==> src/rtl/display_scan_ctrl.sv <==
// Binary-to-BCD converter (sequential double-dabble) feeding a 4-digit scan multiplexer.
// Optional build macro SCORE_SATURATE_EN clamps loaded values above 9999 to 9999.
module display_scan_ctrl #(
    parameter int unsigned REFRESH_DIV = 100000,
    parameter int unsigned CNT_W       = 17
) (
    input  logic        src_clk,
    input  logic        src_rst,
    input  logic [13:0] value_in,
    input  logic        load,
    output logic        busy,
    output logic [15:0] bcd_out,
    output logic [1:0]  select,
    output logic [3:0]  digit_val
);

    typedef enum logic {
        IDLE,
        CONV
    } state_t;

    localparam logic [CNT_W-1:0] PRESC_LAST = CNT_W'(REFRESH_DIV - 1);
    localparam logic [3:0]       LAST_BIT   = 4'd13;

    state_t      state;
    state_t      next_state;
    logic [13:0] bin_sr;
    logic [13:0] bin_next;
    logic [13:0] load_val;
    logic [19:0] acc;
    logic [19:0] acc_adj;
    logic [19:0] acc_next;
    logic [33:0] shifted;
    logic [3:0]  bit_cnt;
    logic        capture;
    logic        shift;
    logic        commit;
    logic [CNT_W-1:0] presc;

    always_comb begin
`ifdef SCORE_SATURATE_EN
        load_val = (value_in > 14'd9999) ? 14'd9999 : value_in;
`else
        load_val = value_in;
`endif
    end

    // Add-3 correction and the one-bit shift happen in the same cycle.
    always_comb begin
        acc_adj = acc;
        for (int unsigned i = 0; i < 5; i++) begin
            if (acc[4*i +: 4] >= 4'd5) begin
                acc_adj[4*i +: 4] = acc[4*i +: 4] + 4'd3;
            end
        end
        shifted  = {acc_adj, bin_sr} << 1;
        acc_next = shifted[33:14];
        bin_next = shifted[13:0];
    end

    always_comb begin
        next_state = state;
        capture    = 1'b0;
        shift      = 1'b0;
        commit     = 1'b0;
        case (state)
            IDLE: begin
                if (load) begin
                    capture    = 1'b1;
                    next_state = CONV;
                end
            end
            CONV: begin
                shift = 1'b1;
                if (bit_cnt == LAST_BIT) begin
                    commit     = 1'b1;
                    next_state = IDLE;
                end
            end
            default: next_state = IDLE;
        endcase
    end

    always_ff @(posedge src_clk) begin
        if (src_rst) begin
            state <= IDLE;
            busy  <= 1'b0;
        end else begin
            state <= next_state;
            busy  <= (next_state == CONV);
        end
    end

    always_ff @(posedge src_clk) begin
        if (src_rst) begin
            bin_sr  <= '0;
            acc     <= '0;
            bit_cnt <= '0;
            bcd_out <= '0;
        end else if (capture) begin
            bin_sr  <= load_val;
            acc     <= '0;
            bit_cnt <= '0;
        end else if (shift) begin
            bin_sr  <= bin_next;
            acc     <= acc_next;
            bit_cnt <= bit_cnt + 4'd1;
            // Ten-thousands digit is dropped; only four digits are displayed.
            if (commit) begin
                bcd_out <= acc_next[15:0];
            end
        end
    end

    always_ff @(posedge src_clk) begin
        if (src_rst) begin
            presc  <= '0;
            select <= '0;
        end else if (presc == PRESC_LAST) begin
            presc  <= '0;
            select <= select + 2'd1;
        end else begin
            presc <= presc + 1'b1;
        end
    end

    always_comb begin
        digit_val = '0;
        case (select)
            2'd0: digit_val = bcd_out[3:0];
            2'd1: digit_val = bcd_out[7:4];
            2'd2: digit_val = bcd_out[11:8];
            2'd3: digit_val = bcd_out[15:12];
            default: digit_val = '0;
        endcase
    end

endmodule

==> config.mk <==
export PLATFORM = sky130hd
export DESIGN_NAME = display_scan_ctrl
export DESIGN_NICKNAME = d
export VERILOG_FILES = /design/src/rtl/display_scan_ctrl.sv
export SDC_FILE = /design/constraint.sdc
export NUM_CORES = 1
export LEC_CHECK = 0
export CORE_ASPECT_RATIO = 0.75
export CORE_MARGIN = 2
export CORE_UTILIZATION = 55
export CTS_BUF_LIST = sky130_fd_sc_hd__clkbuf_16
export DETAILED_ROUTE_END_ITERATION = 7
export HOLD_SLACK_MARGIN = 0.15
export PLACE_DENSITY_LB_ADDON = 0.3
export SETUP_SLACK_MARGIN = 0.02
export SLEW_MARGIN = 20
export SYNTH_ARGS = -nofsm -noshare
export SYNTH_HDL_FRONTEND = slang
export SYNTH_SLANG_ARGS = --single-unit
==> constraint.sdc <==
create_clock -name src_clk -period 1.6 [get_ports src_clk]
set_input_delay 0.4 -clock src_clk [delete_from_list [all_inputs] [get_ports src_clk]]
set_output_delay 0.4 -clock src_clk [all_outputs]
set_load 0.02 [all_outputs]
# Yosys cells after proc, flatten, opt, wreduce, memory -nomap -nowiden
# Index checks and enable logic that the tools add are counted.
# W data, S select, Z words.
# totals
regBits	74
inputBits	17
output_inout_bits	23
word_cells	47
# classes
n_addsub	8
order_cmp	5
n_eq_ne	5
n_mux	15
bitwise_logic	2
n_reduce_logical	5
# ops
cell	n
$mux W14	2
$ge A4 B3 Y1 const B	5
$add A17 B1 Y17 const B	1
$eq A17 B17 Y1 const B	1
$add A4 B2 Y4 const B	4
$mux W4	4
$pmux W4 S4	1
$mux W1	6
$add A4 B1 Y4 const B	1
$eq A2 B2 Y1 const B	2
$eq A4 B4 Y1 const B	1
$reduce_or A2 Y1	2
$add A3 B2 Y3 const B	1
$mux W3	1
$reduce_and A3 Y1	1
$add A2 B1 Y2 const B	1
$eq A2 B1 Y1 const B	1
$logic_not A2 Y1	1
$not A1 Y1	2
$pmux W1 S2	1
$reduce_bool A2 Y1	1

# Logic depth before layout (Yosys ltp)
# Gate-level depths: netlist of run 1.
# logic_depth
ltp_word	4
ltp_mapped	7

# Worst setup path after synthesis of run 1
# Ideal clock, no wire load.
# synth_timing
kind	reg-to-output
startpoint	reg select[0]
endpoint	out digit_val[0]
arrival_ns	1.339
setup_slack_ns	-0.139
path_stages_with_launch	5
n_path_buf	1
path_cell_list	dfxtp_1 inv_1 ha_1 clkbuf_1 mux2i_1
# synth_between
elab_chain_len	2
# synth_rtl
element	line	text
start, declared	13	output logic [1:0] select,
start signal, assigned	121	select <= select + 2'd1;
$eq A2 B2 Y1 (tied with other cells)	129	case (select)
$pmux W4 S4 *	129	
end, declared	14	output logic [3:0] digit_val
# Mark *: on every way between the ends. The rest lies on a longest branch, timed or not.

# Final worst setup path of run 1
# layout_timing
startpoint	reg select[1]
endpoint	out digit_val[1]
# Same word-level chain as after synthesis.

==> summary.md, run 1 <==
| Metric | Value |
|---|---|
| EDFF count, synth | `0` |
| TritonCTS Buffers | `9` |
| Crit path kind | `flop to output port` |
| Placed Cells | `516` |
| Clock skew | `7.20 ps` |
| Ant. Diodes | `0` |
| Most frequent cells after synthesis | `dfxtp_1, nor2_1, a21oi_1` |
| Gr ovfl total | `0` |
| Nets | `483` |
| Final Hold Fails | `0` |
| Post-synth top area cell | `dfxtp_1` |
| CP Launch Type | `flop` |
| DR iter-0 viols | `172` |
| WP data required | `1200 ps` |
| Least-Margin Pin Slew | `372 ps` |
| Final std cells w/o fill | `533` |
| Post-synthesis sequential area ratio | `0.426` |
| Initial core utilization | `0.568` |
| Synth Net Count | `409` |
| Root Driver | `clkbuf_16` |
| Fill count | `390` |
| Ys async rst share | `0` |
| Post-DP HPWL | `5460 µm` |
| Most frequent cell after synthesis | `dfxtp_1` |
| CTS sink count | `70` |
| CTS tree | `yes` |
| CP arrival | `1590 ps` |
| Die height | `71.0 µm` |
| Crit share post-route | `1.25` |
| Slew headroom | `0.752` |
| Outcome | `finished, violations left` |
| Die ar. | `6630 µm²` |
| WL per Instance | `15.0 µm` |
| Vias | `2963` |
| Failing checks | `negative setup slack` |
| Synthesis-to-layout area growth | `34.7%` |
| Cell area after synthesis | `3290 µm²` |
| Hold WC Path Type | `flop to flop` |
| Final WS setup | `-395 ps` |
| Slowest stage delay, CP | `380 ps` |
| DR DRC count | `0` |
| Slew Limit Fails | `0` |
| Drt via density | `5.56` |
| Top cells by area, synth | `dfxtp_1, nor2_1, mux2i_1` |
| Synth cell types | `42` |
| # IOs | `40` |
| Synth Flop Type | `dfxtp_1` |
| Gpl congestion | `0.804` |
| Initial antenna violation count | `0` |
| Setup Viol. Count Final | `4` |
| Max FO, Critical Path | `4` |
| Yosys warnings | `0` |
| First drt pass iteration count | `4` |
| # Max-Cap Violations | `0` |
| Post-DP Area | `4100 µm²` |
| Flop2flop setup slack | `60 ps` |
| Static leakage | `1.81 nW` |
| Storage cell area | `1410 µm²` |
| Row Count | `24` |
| Syn avg cell area | `8.74 µm²` |
| CP max-delay cell | `dfxtp_4` |
| Largest net degree at the start of global routing | `29` |
| Fin util | `0.765` |
| Routed Antenna Nets | `0` |
| Post-Synthesis Cells | `377` |
| #FFs+latches synth | `70` |
| First-pass GRT wire length | `12900 µm` |
| Final Instance Area | `4440 µm²` |
| Crit path cell chain | `inv_4 > ha_4 > a222oi_1 > mux2i_2 > buf_4` |
| Die W | `93.4 µm` |
| Peak supply drop | `0.564 mV` |
| Layout cells sized above 1 | `0.211` |
| Clock slew at reported path FFs | `50 ps` |
| PD cells | `898 nW/µm²` |
| Worst skew pair latency | `330 ps` |
| Dpl ws | `-476 ps` |
| Worst hold slack | `485 ps` |
| Core box area | `5800 µm²` |
| Vias in the first global route | `2792` |
| GR Util All Layers | `0.247` |
| Multi-input combinational cell area | `1850 µm²` |
| Yosys top cell area share | `0.426` |
| Worst setup EP type | `output port` |
| RSZ-0062 raised after global routing | `true` |
| Clk buf depth | `2` |
| Tmin final | `1990 ps` |
| Fmax | `0.501 GHz` |
| H-tree depth | `3` |
| Final wirelength | `7970 µm` |
| Port Buffers | `39` |
-- registers in the layout, indices dropped and copies added (netlist names) --
register / flops
presc: 17
acc: 16
bcd_out: 16
bin_sr: 14
bit_cnt: 4
select: 2
state: 1
-- logic make-up after synthesis --
logic type | Yosys count | synth area share
simple gates | 136 | 0.208
compound gates | 72 | 0.129
flops | 70 | 0.426
buf+inv | 39 | 0.0501
mux | 24 | 0.0745
xor+xnor | 21 | 0.0559
fa+ha+maj | 15 | 0.0570
-- layer usage --
layer / vias to the layer above / global-route usage / share of wire
li1: 1470 / - / -
met1: 1375 / 0.321 / 0.45
met2: 91 / 0.396 / 0.46
met3: 27 / 0.0682 / 0.058
met4: 0 / 0.0882 / 0.026
met5: - / 0 / 0
-- per-stage QoR --
stage	total power [mW]	TNS, ps
4_1_cts	4.00	-1600
3_3_place_gp	2.14	-2390
2_1_floorplan	2.02	0
6_report	3.98	-1530
5_1_grt	4.11	-1800
3_5_place_dp	2.15	-3270
-- area by class of cell --
cell class,count,share of cell area
inverter,18,0.0158
timing repair buffer,84,0.166
clock inverter,6,0.0110
clock buffer,9,0.0508
tap,78,0.0220
sequential,70,0.318
multi-input combinational,268,0.417
-- what timing repair did --
| item | CTS | global route |
|---|---|---|
| setup buffers | 1 | 1 |
| hold buffers | 0 | 0 |
| setup endpoints to repair | 31 | 20 |
| pin swaps | 5 | 7 |
| resized for setup | 45 | 18 |
| endpoints found under the hold margin | 0 | 0 |
-- worst paths after layout --
kind                  end  cells past startpoint      start
max reg2reg    bcd_out[5]                      7     acc[5]
min               acc[13]                      2    acc[13]
min reg2reg       acc[13]                      2    acc[13]
max          digit_val[1]                      5  select[1]
-- placed cells by master, fill, tap and decap left out, types with 16 or more instances in the layout --
cell | netlist | final
nand2_1 | 19 | 19
buf_4 | 3 | 44
nor2_1 | 62 | 62
mux2i_1 | 20 | 16
dfxtp_1 | 70 | 67
dlygate4sd2_1 | 0 | 18
clkdlybuf4s50_1 | 0 | 16
a21oi_1 | 31 | 27
inv_1 | 18 | 18
-- worst max-delay path: cells and delay by family, from the launching register on --
family	cells	cell delay, ps
compound gates	1	370
fa+ha+maj	1	160
buf+inv	2	230
flops	1	380
mux	1	120
-- where the power goes --
part,internal (mW),switching [mW]
clock network,1.17,0.683
registers,1.78,0.0294
logic,0.158,0.162
No activity file was read; power rests on OpenSTA's default activity.
==> inputs of run 2 (changes only) <==
--- a/config.mk
+++ b/config.mk
@@ -11,7 +11,7 @@
 export CTS_BUF_LIST = sky130_fd_sc_hd__clkbuf_16
 export DETAILED_ROUTE_END_ITERATION = 7
 export HOLD_SLACK_MARGIN = 0.15
-export PLACE_DENSITY_LB_ADDON = 0.3
+export PLACE_DENSITY_LB_ADDON = 0.1
 export SETUP_SLACK_MARGIN = 0.02
 export SLEW_MARGIN = 20
 export SYNTH_ARGS = -nofsm -noshare
==> run 2 against run 1 <==
Compared with the run above: the flow still finishes with violations (negative setup slack); sequential power hardly changed; critical path depth stayed put; worst hold slack worse by 7.3 ps; critical path type unchanged.
==> summary.md, run 2 (synthesis results as in run 1) <==
| Metric | Value |
|---|---|
| Clock slew at reported path FFs | `60 ps (about the same)` |
| Final WS setup | `-423 ps (-28.1 ps)` |
| Hold WC Path Type | `flop to flop` |
| Crit share post-route | `1.26 (+0.0176)` |
| Root Driver | `clkbuf_16` |
| Failing checks | `negative setup slack` |
| Ant. Diodes | `0 (unchanged)` |
| Crit path to | `digit_val[1]` |
| Gpl congestion | `0.801 (-0.35%)` |
| Most common cell after layout, fill and taps aside | `dfxtp_1` |
| Slew headroom | `0.736 (-0.0157)` |
| Gr ovfl total | `0 (unchanged)` |
| DR iter-0 viols | `136 (-21%)` |
| Largest net degree at the start of global routing | `33 (+14%)` |
| Initial antenna violation count | `0 (unchanged)` |
| CP arrival | `1620 ps (+30 ps)` |
| FF-to-FF Start | `acc[9]` |
| Worst hold slack | `478 ps (-7.27 ps)` |
| Flop2flop setup slack | `90 ps (+30 ps)` |
| Crit path kind | `flop to output port` |
| Synthesis-to-layout area growth | `35.2%` |
| Least-Margin Pin Slew | `396 ps (+23.5 ps)` |
| Top flop regs | `presc: 17 flops, acc: 16 flops, bcd_out: 16 flops` |
| WP data required | `1200 ps (about the same)` |
| Layout cells sized above 1 | `0.217 (+0.00640)` |
| Tmin final | `2020 ps (+28.1 ps)` |
| First drt pass iteration count | `5 (+1)` |
| TritonCTS Buffers | `9 (unchanged)` |
| Max FO, Critical Path | `4 (unchanged)` |
| Reg2Reg Depth | `6 (-1)` |
| Post-DP HPWL | `5510 µm (+1.0%)` |
| Routed Antenna Nets | `0 (unchanged)` |
| Peak supply drop | `0.971 mV (+72%)` |
| CP Launch Type | `flop` |
| Row Count | `24 (unchanged)` |
| Total power | `4.02 mW (+1.1%)` |
| Crit path cell chain | `inv_4 > ha_4 > a222oi_1 > mux2i_2 > buf_4` |
| Slew Limit Fails | `0 (unchanged)` |
| Clk buf depth | `2 (unchanged)` |
| Core box area | `5800 µm² (unchanged)` |
| WL per Instance | `14.6 µm (-2.3%)` |
| Initial core utilization | `0.568 (unchanged)` |
| Max reg flops | `17 (unchanged)` |
| Fmax | `0.494 GHz (-1.4%)` |
| Die height | `71.0 µm (unchanged)` |
| CTS sink count | `70 (unchanged)` |
| Final Hold Fails | `0 (unchanged)` |
| Die ar. | `6630 µm² (unchanged)` |
| PD cells | `904 nW/µm² (+0.70%)` |
| Final wirelength | `7860 µm (-1.4%)` |
| GR Util All Layers | `0.253 (+0.00616)` |
| Nets | `487 (+0.83%)` |
| H-tree depth | `3 (unchanged)` |
| Most frequent cells in the layout | `dfxtp_1, nor2_1, buf_4` |
| Outcome | `finished, violations left` |
| # hold bufs at CTS | `0 (unchanged)` |
| Slowest stage delay, CP | `410 ps (+30 ps)` |
| R2R Path End | `acc[10]` |
| RSZ-0062 raised after global routing | `true` |
| Worst skew pair latency | `330 ps (about the same)` |
| CP max-delay cell | `a222oi_1` |
| Worst setup startpoint | `select[1]` |
| Worst setup EP type | `output port` |
| Drt via density | `5.39 (-3.0%)` |
| Die W | `93.4 µm (unchanged)` |
| Clock skew | `5.19 ps (-2.01 ps)` |
| Top reg by flops | `presc` |
| Vias in the first global route | `2826 (+1.2%)` |
| Static leakage | `1.83 nW (+0.88%)` |
| # Max-Cap Violations | `0 (unchanged)` |
| Setup Viol. Count Final | `4 (unchanged)` |
| CTS tree | `yes` |
| Setup TNS | `-1580 ps (-40.9 ps)` |
| DR DRC count | `0 (unchanged)` |
| Vias | `2901 (-2.1%)` |
| # IOs | `40 (unchanged)` |
| First-pass GRT wire length | `13200 µm (+3.1%)` |
| Port Buffers | `39 (unchanged)` |
run 2: cell types whose count changed in the layout (fill, tap and decap cells not counted), moves of 2 or more:
cell,delta
buf_4,+3
clkinv_2,+3
a211oi_1,+2
a211oi_2,-2
ha_1,+2
nand2b_2,+2
run 2: power by group:
part | internal [mW] | switching, mW
sequential | 1.78 | 0.0294
clock | 1.18 | 0.716
combinational | 0.156 | 0.162
run 2: metal layers:
metal  vias up  routed length (µm)  track usage
li1       1471                   -            -
met1      1356                3670        0.321
met2        62                3800        0.432
met3        12                 310       0.0671
met4         0                  82       0.0621
met5         -                   0            0
run 2: area by class of cell:
| cell class | count | area [µm²] |
|---|---|---|
| Fill cell | 429 | 1340 |
| Inverter | 18 | 70.1 |
| Clock inverter | 7 | 56.3 |
| Multi-Input combinational cell | 268 | 1830 |
| Sequential cell | 70 | 1410 |
| Timing Repair Buffer | 88 | 763 |
| Clock buffer | 9 | 225 |
| Tap cell | 78 | 97.6 |
run 2: stage by stage:
step                 util  cell area, µm²  worst slack (ps)  cells
CTS                 0.758            4390              -433    537
global route        0.768            4450              -509    538
finish              0.768            4450              -423    538
global placement    0.713            4130              -431    520
floorplan               -            3350              17.7    377
detailed placement  0.713            4130              -478    520
run 2: how the worst min path moves through the flow:
stage / start / endpoint / cells after the start
global placement: bin_sr[11] / bin_sr[12] / 2
CTS: acc[13] / acc[13] / 2
floorplan: presc[0] / presc[0] / 1
detailed placement: acc[13] / acc[13] / 2
finish: acc[13] / acc[13] / 2
global route: acc[13] / acc[13] / 2
run 2: timing repair:
| action | 4_1_cts | 5_1_grt |
|---|---|---|
| resized for setup | 42 | 16 |
| setup buffers | 1 | 1 |
| setup endpoints to repair | 24 | 22 |
| endpoints found under the hold margin | 0 | 0 |
| pin swaps | 5 | 5 |
run 2: worst max-delay path: cells and delay by family, from the launching register on:
kind / cells / cell delay [ps]
AO/OA/AOI/OAI: 1 / 410
flip-flops: 1 / 390
buffers and inverters: 2 / 220
adder cells (fa/ha/maj): 1 / 160
multiplexers: 1 / 120
